<file path="src/rtl/des_crypt_unrolled.sv">
// des_crypt_unrolled: iterative DES encrypt/decrypt core that runs UNROLL rounds per clock.
// A block takes 16/UNROLL round cycles. done pulses in the cycle after the last round edge.
// Ports:
//   clk, rst (async active-high)
//   start/decrypt/message/round_keys: sampled together while busy=0
//   busy/done/result: status and registered ciphertext/plaintext
// Build option: define DES_DECRYPT_EN to honour `decrypt`. Without it the core
// always encrypts and only the left-shift key path exists.
// Bit numbering follows DES convention: index 1 is the MSB of every vector.

// Initial permutation IP, pure wiring.
module ip_permutation (
  input  logic [1:64] din,
  output logic [1:64] dout
);
  localparam int TAB [64] = '{
    58, 50, 42, 34, 26, 18, 10,  2,  60, 52, 44, 36, 28, 20, 12,  4,
    62, 54, 46, 38, 30, 22, 14,  6,  64, 56, 48, 40, 32, 24, 16,  8,
    57, 49, 41, 33, 25, 17,  9,  1,  59, 51, 43, 35, 27, 19, 11,  3,
    61, 53, 45, 37, 29, 21, 13,  5,  63, 55, 47, 39, 31, 23, 15,  7};

  always_comb begin
    dout = '0;
    for (int i = 0; i < 64; i++) dout[i+1] = din[TAB[i]];
  end
endmodule

// Final permutation IP^-1, pure wiring.
module ip_inverse_permutation (
  input  logic [1:64] din,
  output logic [1:64] dout
);
  localparam int TAB [64] = '{
    40,  8, 48, 16, 56, 24, 64, 32,  39,  7, 47, 15, 55, 23, 63, 31,
    38,  6, 46, 14, 54, 22, 62, 30,  37,  5, 45, 13, 53, 21, 61, 29,
    36,  4, 44, 12, 52, 20, 60, 28,  35,  3, 43, 11, 51, 19, 59, 27,
    34,  2, 42, 10, 50, 18, 58, 26,  33,  1, 41,  9, 49, 17, 57, 25};

  always_comb begin
    dout = '0;
    for (int i = 0; i < 64; i++) dout[i+1] = din[TAB[i]];
  end
endmodule

module des_crypt_unrolled #(
  parameter int UNROLL = 2
) (
  input  logic         clk,
  input  logic         rst,
  input  logic         start,
  input  logic         decrypt,
  input  logic [1:64]  message,
  input  logic [1:768] round_keys,
  output logic         busy,
  output logic         done,
  output logic [1:64]  result
);

  localparam int        NCYC = 16 / UNROLL;
  localparam logic [3:0] LAST = 4'(NCYC - 1);
  localparam int        KSH  = 48 * UNROLL;

  generate
    if (UNROLL != 1 && UNROLL != 2 && UNROLL != 4 && UNROLL != 8 && UNROLL != 16) begin : g_bad_unroll
      $error("des_crypt_unrolled: UNROLL must be 1, 2, 4, 8 or 16");
    end
  endgenerate

  // E-expansion selection table
  localparam int E_TAB [48] = '{
    32,  1,  2,  3,  4,  5,   4,  5,  6,  7,  8,  9,
     8,  9, 10, 11, 12, 13,  12, 13, 14, 15, 16, 17,
    16, 17, 18, 19, 20, 21,  20, 21, 22, 23, 24, 25,
    24, 25, 26, 27, 28, 29,  28, 29, 30, 31, 32,  1};

  // P permutation applied to the S-box outputs
  localparam int P_TAB [32] = '{
    16,  7, 20, 21, 29, 12, 28, 17,   1, 15, 23, 26,  5, 18, 31, 10,
     2,  8, 24, 14, 32, 27,  3,  9,  19, 13, 30,  6, 22, 11,  4, 25};

  // S1..S8, 64 nibbles each, row-major (row*16+col), S1 in the top 256 bits
  localparam logic [2047:0] SBOX = {
    256'hE4D12FB83A6C5907_0F74E2D1A6CB9538_41E8D62BFC973A50_FC8249175B3EA06D,
    256'hF18E6B34972DC05A_3D47F28EC01A69B5_0E7BA4D158C6932F_D8A13F42B67C05E9,
    256'hA09E63F51DC7B428_D709346A285ECBF1_D6498F30B12C5AE7_1AD069874FE3B52C,
    256'h7DE3069A1285BC4F_D8B56F03472C1AE9_A690CB7DF13E5284_3F06A1D8945BC72E,
    256'h2C417AB6853FD0E9_EB2C47D150FA3986_421BAD78F9C5630E_B8C71E2D6F09A453,
    256'hC1AF92680D34E75B_AF427C9561DE0B38_9EF528C3704A1DB6_432C95FABE17608D,
    256'h4B2EF08D3C975A61_D0B7491AE35C2F86_14BDC37EAF680592_6BD814A7950FE23C,
    256'hD2846FB1A93E50C7_1FD8A374C56B0E92_7B419CE206ADF358_21E74A8DFC90356B};

  // DES round function f(R, K)
  function automatic logic [1:32] feistel(input logic [1:32] rin, input logic [1:48] key);
    logic [1:48] x;
    logic [1:32] s;
    logic [1:32] p;
    logic [5:0]  six;
    logic [5:0]  idx;
    for (int i = 0; i < 48; i++) x[i+1] = rin[E_TAB[i]] ^ key[i+1];
    for (int b = 0; b < 8; b++) begin
      six = x[6*b+1 +: 6];
      // outer bits pick the row, inner four bits pick the column
      idx = {six[5], six[0], six[4:1]};
      s[4*b+1 +: 4] = SBOX[2047 - 256*b - 4*int'(idx) -: 4];
    end
    for (int i = 0; i < 32; i++) p[i+1] = s[P_TAB[i]];
    return p;
  endfunction

  typedef enum logic {IDLE = 1'b0, ROUNDS = 1'b1} state_t;

  state_t       state;
  state_t       state_nxt;
  logic [3:0]   cnt;
  logic [1:32]  l;
  logic [1:32]  r;
  logic [1:768] kreg;
  logic         accept;
  logic         last;
  logic [1:64]  ip_out;
  logic [1:64]  fp_out;
  logic [1:32]  lc [0:UNROLL];
  logic [1:32]  rc [0:UNROLL];

`ifdef DES_DECRYPT_EN
  logic mode;
`else
  logic unused_decrypt;
  assign unused_decrypt = decrypt;
`endif

  assign accept = (state == IDLE) && start;
  assign last   = (state == ROUNDS) && (cnt == LAST);

  ip_permutation u_ip (
    .din  (message),
    .dout (ip_out)
  );

  // Chain of UNROLL rounds evaluated in one cycle
  assign lc[0] = l;
  assign rc[0] = r;

  genvar g;
  generate
    for (g = 0; g < UNROLL; g++) begin : g_round
      logic [1:48] k;
`ifdef DES_DECRYPT_EN
      // decrypt draws keys from the bottom of the register (K16 first)
      assign k = mode ? kreg[769-48*(g+1) +: 48] : kreg[48*g+1 +: 48];
`else
      assign k = kreg[48*g+1 +: 48];
`endif
      assign lc[g+1] = rc[g];
      assign rc[g+1] = lc[g] ^ feistel(rc[g], k);
    end
  endgenerate

  // The last round has no swap, so undo the chain's swap here: R16 || L16
  ip_inverse_permutation u_fp (
    .din  ({rc[UNROLL], lc[UNROLL]}),
    .dout (fp_out)
  );

  // State register
  always_ff @(posedge clk or posedge rst) begin
    if (rst) state <= IDLE;
    else     state <= state_nxt;
  end

  // Next-state logic
  always_comb begin
    state_nxt = state;
    case (state)
      IDLE:    if (start) state_nxt = ROUNDS;
      ROUNDS:  if (cnt == LAST) state_nxt = IDLE;
      default: state_nxt = IDLE;
    endcase
  end

  // Output logic
  always_comb begin
    busy = (state == ROUNDS);
  end

  // Datapath, counter and registered outputs
  always_ff @(posedge clk or posedge rst) begin
    if (rst) begin
      l      <= '0;
      r      <= '0;
      kreg   <= '0;
      cnt    <= '0;
      done   <= 1'b0;
      result <= '0;
`ifdef DES_DECRYPT_EN
      mode   <= 1'b0;
`endif
    end else begin
      done <= last;
      if (accept) begin
        l    <= ip_out[1:32];
        r    <= ip_out[33:64];
        kreg <= round_keys;
        cnt  <= '0;
`ifdef DES_DECRYPT_EN
        mode <= decrypt;
`endif
      end else if (busy) begin
        l <= lc[UNROLL];
        r <= rc[UNROLL];
`ifdef DES_DECRYPT_EN
        kreg <= mode ? (kreg >> KSH) : (kreg << KSH);
`else
        kreg <= kreg << KSH;
`endif
        cnt <= last ? 4'd0 : cnt + 4'd1;
      end
      if (last) result <= fp_out;
    end
  end

endmodule

</file>
<file path="config.mk">
export PLATFORM = sky130hd
export DESIGN_NAME = des_crypt_unrolled
export DESIGN_NICKNAME = d
export VERILOG_FILES = /design/src/rtl/des_crypt_unrolled.sv
export SDC_FILE = /design/constraint.sdc
export NUM_CORES = 2
export LEC_CHECK = 0
export ABC_AREA = 1
export CAP_MARGIN = 25
export CORE_AREA = 4 4 353 355
export DETAILED_ROUTE_END_ITERATION = 6
export DIE_AREA = 0 0 357 359
export DONT_BUFFER_PORTS = 1
export GPL_TIMING_DRIVEN = 0
export PLACE_DENSITY = 0.59
export SYNTH_ARGS = -nofsm -noshare
export SYNTH_HDL_FRONTEND = slang
export SYNTH_SLANG_ARGS = --single-unit
</file>
<file path="constraint.sdc">
create_clock -name clk -period 29.8 [get_ports clk]
set_clock_uncertainty 0.05 [all_clocks]
set_input_delay 5.96 -clock clk [delete_from_list [all_inputs] [get_ports clk]]
set_output_delay 5.96 -clock clk [all_outputs]
set_load 0.05 [all_outputs]
</file>
==> impl_results.md <==
* Run status: completed
* DRC violation total after the first TritonRoute iteration at 5380
* Cell Count, Final, Fillers Out at 8660
* Critical Path Start Type: input pin
* Sum of negative setup slack at 0 ps
* Final Hold Vio Count at 0
* CTS tree: done
* Cells after Synth at 6695
* End of the worst register-to-register path: result[28]$_DFFE_PP0P_
* Half-perimeter wire length of the detailed placement result at 200.0 mm
* R2R Path Start: r[20]$_DFFE_PP0P_
* Post-CTS sizing at 0
* Sink Count at 902
* # hold bufs at CTS at 0
* Total Nets Final at 7798
* Post-synth top flop: dfrtp_1
* Tcrit/Tclk final at 27.95%
* Data required time of the critical path at 30420 ps
* Worst slew slack as a fraction of its limit at 19.46%
* Warning count from the yosys run at 0
* Clock-pin transition on the worst setup and hold timing paths at 60 ps
* Worst setup endpoint: kreg[406]$_DFFE_PP0P_
* Number of routed nets with antenna violations at 0
* Placed cell count at 8366
* Synthesized area at 0.04944 mm²
* Worst min-delay path category: flop to flop
* Maximum root-to-sink buffer count at 3
* Critical-path top delay cell: clkbuf_1
* Number of max-slew violations in the final report at 0
* First-pass DRT Iterations at 6
* Endpoint class of the critical path: flop
* Unrepaired setup endpoints after global routing: no
* Largest net degree at the start of global routing at 43
* Mean area per synthesized cell at 7.385 µm²
* Via count of the first global-routing pass at 46100
* Routability congestion estimate from global placement at 1.012
* Share of post-route cells with drive strength above 1 at 6.252%
* Number of flops mapped to enable cells by yosys at 0
* Library cell appearing most often on the critical path: clkbuf_1
* Grt total ovfl at 0
* Sequential element share of the synthesized area at 45.65%
* Number of CTS-inserted buffers at 101
* Share of flip-flops with an asynchronous set or reset after synthesis at 100.0%
* Worst-Margin Slew at 1208 ps
* Min Hold Slack at 434.2 ps
* Min Clock Period, post-route at 8330 ps
* FF-to-FF setup slack at 24650 ps
* Root buffer selected by CTS: clkbuf_16
* Count of unique library cells instantiated by Yosys at 44
* Number of nets produced by synthesis at 7648
* Arrival time worst endpoint at 8950 ps
* Std cell rows at 128
* Vias at 48720
* DRC violations left at 0
* Count of buffers from port buffering at 0
* Filler cell count at 12660
* Total of endpoints with negative setup slack in the final report at 0
* Top-level port count at 902
* Area added between synthesis and finish at 13.32%
* Bufs and invs on worst path at 4
* Die height at 359 µm
* Die extent in x at 357 µm
* Flip-flop and latch count after synthesis at 902
* Wire length of the first global-routing pass at 338.4 mm
* DR vias/cell at 5.626
* Depth of the critical timing path with buffers and inverters included at 7
* Crit path cell chain: nor2_1, clkbuf_1, buf_8, clkbuf_1, clkbuf_1, nand2_1, nand3_1
* Skew-Pair Late Insertion Delay at 740 ps
* Initial antenna violation count at 145
* Slowest stage delay, CP at 760 ps
* Total routing resource utilization after global routing at 36.97%
* Die Area at 0.1282 mm²
* Detail-routed net length per standard cell at 28.22 µm
* Post-CTS Setup Bufs at 0
* Critical path peak fanout at 10
* Cells on worst reg2reg path at 24
* End-of-flow core utilization at 46.15%
* Count of maximum capacitance violations at 0
* Cell type group with the largest total delay on the critical path: buffers and inverters
* Class of the most critical setup path: input pin to flop
* Worst setup path startpoint: start
* CORE AREA at 0.1214 mm²
* Initial core utilization at 40.73%
* Max Fclk at 120.0 MHz
* Deepest level of the CTS H-tree at 3
* Routed WL at 244.4 mm
==> worst register-to-register path: stages (launching register included) <==
cell and delay [ps]:
dfrtp_1 570, inv_1 240, nand2_1 110, nand2_1 250, inv_1 330, ha_1 300, inv_1 90, nand2_1 190
nand3_1 180, nand3_1 90, nand2_1 90, nand2_1 240, nand2_1 190, nand2_1 100, nand3_1 80, nand2_1 190
ha_1 470, nand2_1 160, nand2_1 120, nand2_1 80, nand3_1 90, nand3_1 320, nand3_1 250, nand3_1 160
nand2_1 110
==> per-layer routing <==
| layer | up-vias | routed length, µm | global-route usage, % | part of all wire, % |
|---|---|---|---|---|
| met4 | 62 | 15750 | 20.54 | 6.4 |
| met5 | - | 409 | 0 | 0.17 |
| li1 | 22170 | - | - | - |
| met2 | 2414 | 111700 | 58.84 | 46 |
| met3 | 619 | 27600 | 14.45 | 11 |
| met1 | 23460 | 88870 | 42.58 | 36 |
==> cell usage after synthesis (2+ instances only) <==
cell type / instances / area share, %
a21oi_1: 28 / 0.28
xor2_1: 11 / 0.19
buf_6: 18 / 0.41
o21ai_1: 21 / 0.21
nand4_1: 6 / 0.076
nand2_1: 3129 / 24
nor2_1: 47 / 0.36
inv_1: 339 / 2.6
nand2_2: 68 / 0.86
a31oi_1: 10 / 0.13
nand3_2: 15 / 0.30
nand3b_1: 6 / 0.091
o221ai_1: 56 / 0.99
nor2_4: 2 / 0.046
dfrtp_1: 902 / 46
o22ai_1: 5 / 0.063
buf_4: 24 / 0.36
xor2_4: 2 / 0.11
xnor2_1: 14 / 0.25
a22o_1: 89 / 1.6
xor2_2: 11 / 0.36
o211ai_1: 137 / 2.1
clkbuf_1: 256 / 1.9
buf_2: 22 / 0.22
nor3_1: 2 / 0.020
xnor3_1: 2 / 0.091
nand2_4: 6 / 0.14
o21ai_0: 92 / 0.93
xnor2_2: 11 / 0.36
buf_1: 15 / 0.11
ha_1: 117 / 3.0
inv_2: 32 / 0.24
nand3_1: 1189 / 12
==> kinds of logic (layout without fill, tap and decap cells) <==
group,after synthesis,count (layout),share of synthesized area [%]
compound gates,442,442,6.332
fa+ha+maj,117,117,2.961
flops,902,902,45.65
buf+inv,708,939,5.889
simple gates,4474,4474,37.74
xor+xnor,52,52,1.425
other cells,0,109,0
==> cell usage in the layout, fill, tap and decap left out, types with 19 or more instances in the layout <==
cell / netlist / layout
nand2_1: 3129 / 3129
nand3_1: 1189 / 1189
dfrtp_1: 902 / 902
inv_1: 339 / 338
clkbuf_1: 256 / 273
o211ai_1: 137 / 137
ha_1: 117 / 117
diode_2: 0 / 109
clkbuf_16: 0 / 102
o21ai_0: 92 / 92
a22o_1: 89 / 89
nand2_2: 68 / 68
o221ai_1: 56 / 56
nor2_1: 47 / 47
inv_2: 32 / 32
a21oi_1: 28 / 28
buf_12: 0 / 25
buf_4: 24 / 24
clkinv_2: 0 / 23
clkbuf_8: 0 / 23
buf_2: 22 / 22
o21ai_1: 21 / 21
buf_6: 18 / 19
==> metrics by stage <==
step | cell area (µm²) | setup slack (ps)
floorplan | 49450 | 11380
global placement | 51480 | 5751
detailed placement | 52330 | 20900
CTS | 55740 | 21660
global route | 55890 | 21560
finish | 56030 | 21470
==> cell type report <==
class | instances | area [µm²] | area share [%]
antenna | 109 | 272.8 | 0.4868
buffer | 336 | 1519 | 2.711
clock buffer | 145 | 2944 | 5.255
clock inverter | 39 | 461.7 | 0.8241
inverter | 372 | 1400 | 2.499
multi-input combinational | 5085 | 23960 | 42.76
sequential | 902 | 22570 | 40.29
tap | 1625 | 2033 | 3.629
timing repair buffer | 47 | 864.6 | 1.543
==> how the worst min path moves through the flow <==
stage	startpoint	to	slack [ps]	depth (start not counted)
after detailed placement	kreg[335]$_DFFE_PP0P_	kreg[239]$_DFFE_PP0P_	420	2
final	kreg[513]$_DFFE_PP0P_	kreg[417]$_DFFE_PP0P_	430	2
after floorplan	kreg[196]$_DFFE_PP0P_	kreg[100]$_DFFE_PP0P_	410	2
after global routing	kreg[531]$_DFFE_PP0P_	kreg[435]$_DFFE_PP0P_	450	2
after CTS	kreg[297]$_DFFE_PP0P_	kreg[201]$_DFFE_PP0P_	420	2
after global placement	kreg[296]$_DFFE_PP0P_	kreg[200]$_DFFE_PP0P_	420	2
==> state kept, by name (all words and copies together) (netlist names) <==
| name | cells |
|---|---|
| result | 64 |
| kreg | 768 |
| cnt | 4 |
| l | 32 |
| done | 1 |
| r | 32 |
| busy | 1 |
Power is not shown: default switching activity piles up to over one toggle a cycle in this logic, so the estimate is an artifact.
